<file path="src/rtl/chunk_unpacker_if.sv">
// rtl/chunk_unpacker_if.sv - packed-word input and chunk output handshake bundle for chunk_unpacker
interface chunk_unpacker_if #(
  parameter int CHUNKS = 5
);
  localparam int IW = (CHUNKS > 1) ? $clog2(CHUNKS) : 1;

  logic                  in_valid;
  logic                  in_ready;
  logic [11*CHUNKS-1:0]  in_data;
  logic                  out_valid;
  logic                  out_ready;
  logic [10:0]           out_data;
  logic [IW-1:0]         out_index;
  logic                  out_last;

  modport master (
    output in_valid, in_data, out_ready,
    input  in_ready, out_valid, out_data, out_index, out_last
  );

  modport slave (
    input  in_valid, in_data, out_ready,
    output in_ready, out_valid, out_data, out_index, out_last
  );
endinterface

</file>
<file path="src/rtl/chunk_unpacker.sv">
// rtl/chunk_unpacker.sv - splits a packed word into 11-bit chunks, MS chunk first (optional CHUNK_UNPACKER_COUNT_EN adds frame_count)
module chunk_unpacker #(
  parameter int CHUNKS = 5
) (
  input  logic            clock,
  input  logic            reset,
  chunk_unpacker_if.slave bus
`ifdef CHUNK_UNPACKER_COUNT_EN
  ,
  output logic [15:0]     frame_count
`endif
);

  localparam int IW = (CHUNKS > 1) ? $clog2(CHUNKS) : 1;
  localparam int DW = 11 * CHUNKS;

  typedef enum logic {
    ST_IDLE = 1'b0,
    ST_SEND = 1'b1
  } state_t;

  state_t          r_state;
  state_t          w_state_nxt;
  logic [DW-1:0]   r_word;
  logic [IW-1:0]   r_idx;

  logic            w_last;
  logic            w_in_ready;
  logic            w_out_valid;
  logic            w_in_hs;
  logic            w_out_hs;

  // State register; reset wins over any handshake in the same cycle
  always_ff @(posedge clock) begin
    if (reset) begin
      r_state <= ST_IDLE;
    end else begin
      r_state <= w_state_nxt;
    end
  end

  // Next state and handshake outputs; a new word is only taken when idle or
  // while the final chunk of the held word leaves, giving zero-bubble streaming
  always_comb begin
    w_state_nxt = r_state;
    w_out_valid = 1'b0;
    w_last      = 1'b0;
    w_in_ready  = 1'b0;
    case (r_state)
      ST_IDLE: begin
        w_in_ready = 1'b1;
        if (bus.in_valid) begin
          w_state_nxt = ST_SEND;
        end
      end
      ST_SEND: begin
        w_out_valid = 1'b1;
        w_last      = (r_idx == IW'(CHUNKS - 1));
        w_in_ready  = w_last && bus.out_ready;
        if (w_last && bus.out_ready) begin
          w_state_nxt = bus.in_valid ? ST_SEND : ST_IDLE;
        end
      end
      default: begin
        w_state_nxt = ST_IDLE;
      end
    endcase
  end

  assign w_in_hs  = bus.in_valid && w_in_ready;
  assign w_out_hs = w_out_valid && bus.out_ready;

  // Word holder: the current chunk always sits in the top 11 bits, so each
  // accepted chunk shifts the word left by one chunk and bumps the index
  always_ff @(posedge clock) begin
    if (reset) begin
      r_word <= '0;
      r_idx  <= '0;
    end else if (w_in_hs) begin
      r_word <= bus.in_data;
      r_idx  <= '0;
    end else if (w_out_hs) begin
      if (w_last) begin
        r_idx <= '0;
      end else begin
        r_word <= r_word << 11;
        r_idx  <= r_idx + IW'(1);
      end
    end
  end

  assign bus.in_ready  = w_in_ready;
  assign bus.out_valid = w_out_valid;
  assign bus.out_data  = r_word[DW-1 -: 11];
  assign bus.out_index = r_idx;
  assign bus.out_last  = w_last;

`ifdef CHUNK_UNPACKER_COUNT_EN
  logic [15:0] r_frame_count;

  // Completed-word counter, sticks at all-ones instead of wrapping
  always_ff @(posedge clock) begin
    if (reset) begin
      r_frame_count <= '0;
    end else if (w_out_hs && w_last && (r_frame_count != 16'hFFFF)) begin
      r_frame_count <= r_frame_count + 16'd1;
    end
  end

  assign frame_count = r_frame_count;
`endif

endmodule

</file>
<file path="src/flat_wrapper.sv">
// flat-port wrapper written by rule: the top's interface ports become plain ports
module chunk_unpacker_flat 
#(
  parameter int CHUNKS = 5
)
  (clock, reset, bus_in_valid, bus_in_data, bus_out_ready, bus_in_ready, bus_out_valid, bus_out_data, bus_out_index, bus_out_last);
  chunk_unpacker_if #(.CHUNKS(CHUNKS)) bus_i ();
  input  logic clock;
  input  logic reset;
  input wire logic [$bits(bus_i.in_valid)-1:0] bus_in_valid;
  input wire logic [$bits(bus_i.in_data)-1:0] bus_in_data;
  input wire logic [$bits(bus_i.out_ready)-1:0] bus_out_ready;
  output wire logic [$bits(bus_i.in_ready)-1:0] bus_in_ready;
  output wire logic [$bits(bus_i.out_valid)-1:0] bus_out_valid;
  output wire logic [$bits(bus_i.out_data)-1:0] bus_out_data;
  output wire logic [$bits(bus_i.out_index)-1:0] bus_out_index;
  output wire logic [$bits(bus_i.out_last)-1:0] bus_out_last;
  assign bus_i.in_valid = bus_in_valid;
  assign bus_i.in_data = bus_in_data;
  assign bus_i.out_ready = bus_out_ready;
  assign bus_in_ready = bus_i.in_ready;
  assign bus_out_valid = bus_i.out_valid;
  assign bus_out_data = bus_i.out_data;
  assign bus_out_index = bus_i.out_index;
  assign bus_out_last = bus_i.out_last;
  chunk_unpacker #(.CHUNKS(CHUNKS)) u_core (.clock(clock), .reset(reset), .bus(bus_i));
endmodule
</file>
<file path="config.mk">
export PLATFORM = sky130hd
export DESIGN_NAME = chunk_unpacker_flat
export DESIGN_NICKNAME = d
export VERILOG_FILES = /design/src/rtl/chunk_unpacker_if.sv /design/src/rtl/chunk_unpacker.sv /design/src/flat_wrapper.sv
export SDC_FILE = /design/constraint.sdc
export NUM_CORES = 1
export LEC_CHECK = 0
export BUFFER_PORTS_ARGS = -buffer_cell sky130_fd_sc_hd__buf_2
export CORE_UTILIZATION = 53
export CTS_CLUSTER_SIZE = 25
export DETAILED_ROUTE_END_ITERATION = 10
export MAX_ROUTING_LAYER = met4
export PLACE_DENSITY = 0.85
export SLEW_MARGIN = 10
export SYNTH_ARGS = -nofsm -noshare
export SYNTH_HDL_FRONTEND = slang
export SYNTH_SLANG_ARGS = --single-unit
</file>
<file path="constraint.sdc">
create_clock -name clock -period 2.1 [get_ports clock]
set_clock_uncertainty 0.05 [all_clocks]
set_input_delay 0 -clock clock [delete_from_list [all_inputs] [get_ports clock]]
set_output_delay 0 -clock clock [all_outputs]
set_load 0.01 [all_outputs]
</file>
After elaboration in Yosys (flattened, before gate mapping)
Index checks and enable logic that the tools add are counted. W data, S select, Z words.

Reductions and logical operators: 6. Bitwise gates (word level): 1. Muxes and demuxes: 10. Eq/ne operators: 2. Add/sub/neg operators: 1.

Operators by type and width (count): $mux W55 (3); $mux W1 (4); $pmux W1 S2 (2); $add A3 B1 Y3 const B (1); $eq A3 B3 Y1 const B (1); $logic_and A1 B1 Y1 (3); $mux W3 (1); $ne A2 B1 Y1 const B (1); $reduce_and A2 Y1 (1); $reduce_bool A2 Y1 (1); $reduce_or A2 Y1 (1); $not A1 Y1 (1).

Input port bits: 59. Output and inout bits: 17. Flip-flop bits (word level): 59.

Longest topological paths before layout
Gate-level depths: netlist of the first run.

Word-level depth: 6. Gate-level depth with buffers: 7. Depth with buffers taken out: 5.

Worst setup path before layout of the first run
No wires, ideal clock.

Path kind: reg-to-reg. Start: register u_core.r_idx[0], in the netlist u_core.bus.out_index[0]. End: register u_core.r_word[11]. Library setup time: 0.091 ns. Required time: 1.959 ns. Path slack: 0.481 ns. Arrival: 1.478 ns. Cell stages (with the launch flop): 8. Path buffers: 2. Path through: dfxtp_1 -> inv_1 -> ha_1 -> nand3_1 -> buf_2 -> buf_2 -> a211oi_1 -> a311oi_1.

Cells in the longest elaborated chain, start to end: 6. Elaborated cells on any way between the ends: 9. Classes of those cells: eq/ne: 2; mux: 3; reduce/logical: 4.

RTL lines: from (decl) (line chunk_unpacker.sv:25) `logic [IW-1:0] r_idx;`; from (signal assigned) (line chunk_unpacker.sv:87) `r_idx <= r_idx + IW'(1);`; $eq A3 B3 Y1 * (line chunk_unpacker.sv:58) `w_last = (r_idx == IW'(CHUNKS - 1));`; $logic_and A1 B1 Y1 (line chunk_unpacker.sv:59) `w_in_ready = w_last && bus.out_ready;`; $pmux W1 S2 (line chunk_unpacker.sv:49) `case (r_state)`; $logic_and A1 B1 Y1 (line chunk_unpacker.sv:70) `assign w_in_hs = bus.in_valid && w_in_ready;`; $ne A2 B1 Y1 (no line) or $reduce_bool A2 Y1 (tied branches); $reduce_and A2 Y1 (no line); to (signal assigned) (line chunk_unpacker.sv:80) `r_word <= bus.in_data;`; to (signal assigned) (line chunk_unpacker.sv:86) `r_word <= r_word << 11;`; to (decl) (line chunk_unpacker.sv:24) `logic [DW-1:0] r_word;`.

Mark *: on every way between the ends. The rest lies on a longest branch, timed or not. A chain may end at the register's enable or synchronous reset.

Worst setup path after layout of the first run
Start: register u_core.r_idx[0], in the netlist u_core.bus.out_index[0]. End: register u_core.r_word[2].

The elaborated chain is that of the path after synthesis.

==> impl_metrics.tcl, run 1 <==
set metrics [dict create \
    cts_sinks 59 \
    synth_commonest_cells "dfxtp_1, a211oi_1, nand3_1" \
    grt-ovfl-total 0 \
    crit_chain "inv_1, ha_1, a21boi_0, o22ai_1, a32o_1" \
    via_count 3037 \
    vdd_drop_max_mv 0.454 \
    cp_num_buf_inv 1 \
    tightest_slew_ns 0.948 \
    leakage_nw 1.32 \
    cts_tree "yes" \
    p_seq_frac 0.476 \
    synth.area.top_cells "dfxtp_1, a311oi_1, a211oi_1, nand3_1, o21ai_0" \
    root_buffer "clkbuf_8" \
    p_int_mw 1.95 \
    ctsLongestPathBuffers 2 \
    ant_nets 0 \
    end_kind "flop" \
    clk_latency_ns 0.34 \
    syn_area_per_cell_um2 8.92 \
    post-route-period-util 0.899 \
    wire_per_inst_um 17.6 \
    dp_hpwl_mm 5.20 \
    vias_per_cell 6.35 \
    core_area_um2 5240 \
    syn_area_um2 2960 \
    cpPeakStageDelay_ns 0.73 \
    layout-drive-gt1-share 0.257 \
    gp_congestion 0.827 \
    syn_to_final_growth_pct 24.2 \
    die_area_um2 5890 \
    yosysMostFrequentCell "dfxtp_1" \
    switching_share 0.259 \
    critPathRequiredTime_ns 2.33 \
    htreeDepth 3 \
    netlist.area_leader.share 0.399 \
    start_util 0.566 \
    cpLargestDelayFamily "compound AO/OA/AOI/OAI gates" \
    async_flop_share 0 \
    crit_fanout 11 \
    synth_cells 332 \
    synth_edf_count 0 \
    ys_ff_latch 59 \
    fmax_ghz 0.530 \
    setup_viol 0 \
    cts_buffers 9 \
    grt.total_usage 0.297 \
    first_global_vias 2813 \
    rsz0062_at_grt "false" \
    slowest_stage "o22ai_1" \
    worstPathArrival_ns 2.11 \
    finalPower_mw 2.63 \
    power_density_nw_per_um2 714 \
    hold_path.class "primary input to flop" \
    post-route-drc-count 0 \
    rows 26 \
    clockPowerShare 0.375 \
    clk_pin_slew_ns 0.07 \
    finalMaxSlewViolations 0 \
    nets 466 \
    dieHeight_um 76.8 \
    start_kind "flop" \
    routed_wl_mm 8.41 \
    critical_path_class "flop to flop" \
    post_cts_resized 0 \
    synth_top_cell_by_area "dfxtp_1" \
    die_x_um 76.8 \
    synth_cell_type_count 25 \
    min_period_ns 1.89 \
    grt_max_degree 48 \
    yosys_warnings 0 \
    ios 76 \
    firstDrtPassIters 5 \
    max_cap_violations 0 \
    numPortBuffers 75 \
    comb_power_share 0.149 \
    antenna_cells 0 \
    synth_ff_type "dfxtp_1" \
    syn_nets 393 \
    netSwitchingPower_mw 0.680 \
    grt_pass1_wl_mm 13.7 \
    cts_setup_buffers 0 \
    antenna_found_initial 0 \
    tns_ns 0 \
    relSlewSlack 0.368 \
    drt-initial-drc-count 264 \
    hold_viol 0 \
    status "completed" \
    synth-seq-area-share 0.399 \
]
[per-stage QoR]
| step | utilization | hold slack [ns] | cell area, um^2 | worst slack, ns | std cells |
|---|---|---|---|---|---|
| finish | 0.703 | 0.0118 | 3680 | 0.212 | 478 |
| detailed placement | 0.614 | 0.165 | 3220 | 0.281 | 436 |
| CTS | 0.701 | 0.0000519 | 3670 | 0.266 | 477 |
| global route | 0.703 | 0.00922 | 3680 | 0.0464 | 478 |
| global placement | 0.614 | 0.163 | 3220 | 0.369 | 436 |
| floorplan | - | 0.0758 | 2960 | 0.481 | 332 |
[timing repair]
item / 4_1_cts / 5_1_grt
endpoints found under the hold margin: 27 / 1
endpoints found under the setup margin: 0 / 0
hold buffers: 27 / 1
[layout make-up]
| class | instances | area (um^2) |
|---|---|---|
| multi-input combinational | 211 | 1420 |
| clock buffer | 11 | 141 |
| timing repair buffer | 119 | 788 |
| clock inverter | 3 | 40.0 |
| fill | 423 | 1560 |
| inverter | 5 | 18.8 |
| sequential | 59 | 1180 |
| tap | 70 | 87.6 |
[cell families after synthesis]
logic type                 share of synthesized area
adders and majority gates                    0.00844
buffers and inverters                          0.123
DFF                                            0.399
muxes                                        0.00338
and+or+nand+nor                               0.0937
AOI/OAI and AO/OA                              0.373
[worst paths after layout]
check / from / endpoint / slack [ns] / cells past startpoint
worst min-delay path: bus_in_data[39] / u_core.r_word[39]$_SDFFE_PP0P_ / 0.01 / 3
worst min register to register: u_core.r_word[43]$_SDFFE_PP0P_ / u_core.r_word[54]$_SDFFE_PP0P_ / 0.44 / 2
worst max register to register: u_core.bus.out_index[0]$_SDFFE_PP0P_ / u_core.r_word[2]$_SDFFE_PP0P_ / 0.21 / 5
worst max-delay path: u_core.bus.out_index[0]$_SDFFE_PP0P_ / u_core.r_word[2]$_SDFFE_PP0P_ / 0.21 / 5
[sequential cells by signal, indices dropped and copies added (netlist names)]
name                  flops
u_core.bus.out_index      3
u_core.r_state            1
u_core.r_word            55
[worst reg2reg max path, cell delays in order, from the launching register on]
cell and delay [ns]:
dfxtp_1 0.34, inv_1 0.08, ha_1 0.24, a21boi_0 0.11, o22ai_1 0.73, a32o_1 0.28
[power groups by stage]
stage / Clock [mW] / Sequential (mW) / Combinational, mW
floorplan: 0 / 1.26 / 0.258
global placement: 0 / 1.27 / 0.337
detailed placement: 0 / 1.27 / 0.347
CTS: 0.998 / 1.25 / 0.386
global route: 1.05 / 1.26 / 0.429
finish: 0.986 / 1.25 / 0.392
[per-layer routing]
layer | up-vias | part of all wire | track usage
met2 | 138 | 0.49 | 0.469
met4 | 0 | 0.013 | 0.0827
li1 | 1450 | - | -
met3 | 15 | 0.060 | 0.0726
met5 | - | 0 | -
met1 | 1434 | 0.44 | 0.378
[cell usage in the layout, fill, tap and decap left out, drive strengths merged, types with 2 or more instances in the layout]
| cell | count |
|---|---|
| nand3 | 46 |
| clkinv | 2 |
| dlygate4sd3 | 28 |
| inv | 5 |
| a311oi | 44 |
| a211oi | 47 |
| ha | 2 |
| buf | 91 |
| and2 | 2 |
| dfxtp | 59 |
| clkbuf | 11 |
| nand2 | 4 |
| nor2 | 2 |
| o21ai | 45 |
| a21oi | 2 |
| a32o | 11 |
Power figures use the tool's default switching activity.
==> inputs of run 2 (changes only) <==
--- a/config.mk
+++ b/config.mk
@@ -5,7 +5,7 @@
 export SDC_FILE = /design/constraint.sdc
 export NUM_CORES = 1
 export LEC_CHECK = 0
-export BUFFER_PORTS_ARGS = -buffer_cell sky130_fd_sc_hd__buf_2
+export BUFFER_PORTS_ARGS = -buffer_cell sky130_fd_sc_hd__buf_4
 export CORE_UTILIZATION = 53
 export CTS_CLUSTER_SIZE = 25
 export DETAILED_ROUTE_END_ITERATION = 10
==> impl_metrics.tcl, run 2 (synthesis gave the netlist of run 1 again) <==
set metrics [dict create \
    ant_nets 0 \
    ios 76 \
    die_x_um 76.8 \
    worstPathArrival_ns 2.17 \
    max_cap_violations 0 \
    leakage_nw 1.40 \
    holdWs_ns 0.00446 \
    grt.total_usage 0.317 \
    nets 461 \
    hold_path.class "primary input to flop" \
    use_met2 0.488 \
    layout_commonest_cell "buf_4" \
    hold_viol 0 \
    grt_pass1_wl_mm 14.4 \
    cts_tree "yes" \
    antenna_cells 0 \
    finalMaxSlewViolations 0 \
    core_area_um2 5240 \
    via_count 3063 \
    rows 26 \
    gp_congestion 0.907 \
    end_kind "flop" \
    htreeDepth 3 \
    antenna_found_initial 0 \
    largest_reg_flops 55 \
    relSlewSlack 0.362 \
    dieHeight_um 76.8 \
    busiest_layer "met2" \
    start_kind "flop" \
    ctsLongestPathBuffers 2 \
    crit_fanout 11 \
    reg2reg_depth 5 \
    cts_sinks 59 \
    firstDrtPassIters 5 \
    start_util 0.566 \
    vias_per_cell 6.45 \
    status "completed" \
    rsz0062_at_grt "false" \
    critical_path_class "flop to flop" \
    post-route-drc-count 0 \
    dp_hpwl_mm 5.51 \
    wire_per_inst_um 18.3 \
    routed_wl_mm 8.68 \
    tns_ns 0 \
    fmax_ghz 0.516 \
    vdd_drop_max_mv 0.497 \
    use_met1 0.409 \
    root_buffer "clkbuf_8" \
    tightest_slew_ns 0.957 \
    numPortBuffers 75 \
    regMostFlops "u_core.r_word" \
    grt-ovfl-total 0 \
    layout_common_cells "buf_4, dfxtp_1, a211oi_1, nand3_1, a311oi_1" \
    holdPathStages 3 \
    drt-initial-drc-count 371 \
    clk_latency_ns 0.34 \
    layout-drive-gt1-share 0.269 \
    first_global_vias 2955 \
    setup_viol 0 \
    cts_setup_buffers 0 \
    clk_pin_slew_ns 0.07 \
    die_area_um2 5890 \
    critPathRequiredTime_ns 2.33 \
    finalPower_mw 3.03 \
    power_density_nw_per_um2 773 \
    syn_to_final_growth_pct 32.4 \
    cts_buffers 9 \
    grt_util_met3 0.0452 \
    min_period_ns 1.94 \
    post-route-period-util 0.923 \
    grt_max_degree 48 \
]
==> run 2: worst max-delay path, cell delays in order (launching register included) <==
cell and delay (ns):
dfxtp_1 0.34, inv_1 0.10, ha_1 0.26, a21boi_0 0.11
o22ai_1 0.73, a32o_1 0.28
==> run 2: repair_timing <==
item | CTS | global route
hold buffers | 23 | 0
endpoints found under the hold margin | 39 | 0
setup endpoints to repair | 0 | 0
resized for setup | 0 | 0
==> run 2: layout make-up <==
| cell class | count | area (um^2) |
|---|---|---|
| multi-input cells | 211 | 1420 |
| fillers | 397 | 1320 |
| flip-flops and latches | 59 | 1180 |
| repair buffers | 114 | 951 |
| clock buffers | 12 | 165 |
| clock inverters | 4 | 95.1 |
| well taps | 70 | 87.6 |
| inverters | 5 | 18.8 |
==> run 2: worst paths after layout <==
| kind | slack (ns) | startpoint | end |
|---|---|---|---|
| hold reg to reg | 0.45 | u_core.r_word[17]$_SDFFE_PP0P_ | u_core.r_word[28]$_SDFFE_PP0P_ |
| hold / removal | 0.004 | bus_in_data[27] | u_core.r_word[27]$_SDFFE_PP0P_ |
| setup / recovery | 0.16 | u_core.bus.out_index[0]$_SDFFE_PP0P_ | u_core.r_word[2]$_SDFFE_PP0P_ |
| setup reg to reg | 0.16 | u_core.bus.out_index[0]$_SDFFE_PP0P_ | u_core.r_word[2]$_SDFFE_PP0P_ |
==> run 2: through the flow <==
| step | setup slack [ns] | area [um^2] | util | cells |
|---|---|---|---|---|
| final | 0.163 | 3920 | 0.749 | 475 |
| after global routing | 0.0333 | 3920 | 0.749 | 475 |
| after CTS | 0.229 | 3920 | 0.749 | 475 |
| after detailed placement | 0.266 | 3430 | 0.655 | 436 |
| after global placement | 0.359 | 3430 | 0.655 | 436 |
| after floorplan | 0.481 | 2960 | - | 332 |
==> run 2: power by group <==
part	internal, mW	switching, mW
Clock	0.884	0.459
Sequential	1.20	0.0538
Combinational	0.222	0.210
==> run 2: layer usage <==
layer / wire [um] / vias up
li1: - / 1443
met1: 3720 / 1461
met2: 4220 / 138
met3: 530 / 21
met4: 210 / 0
met5: 0 / -
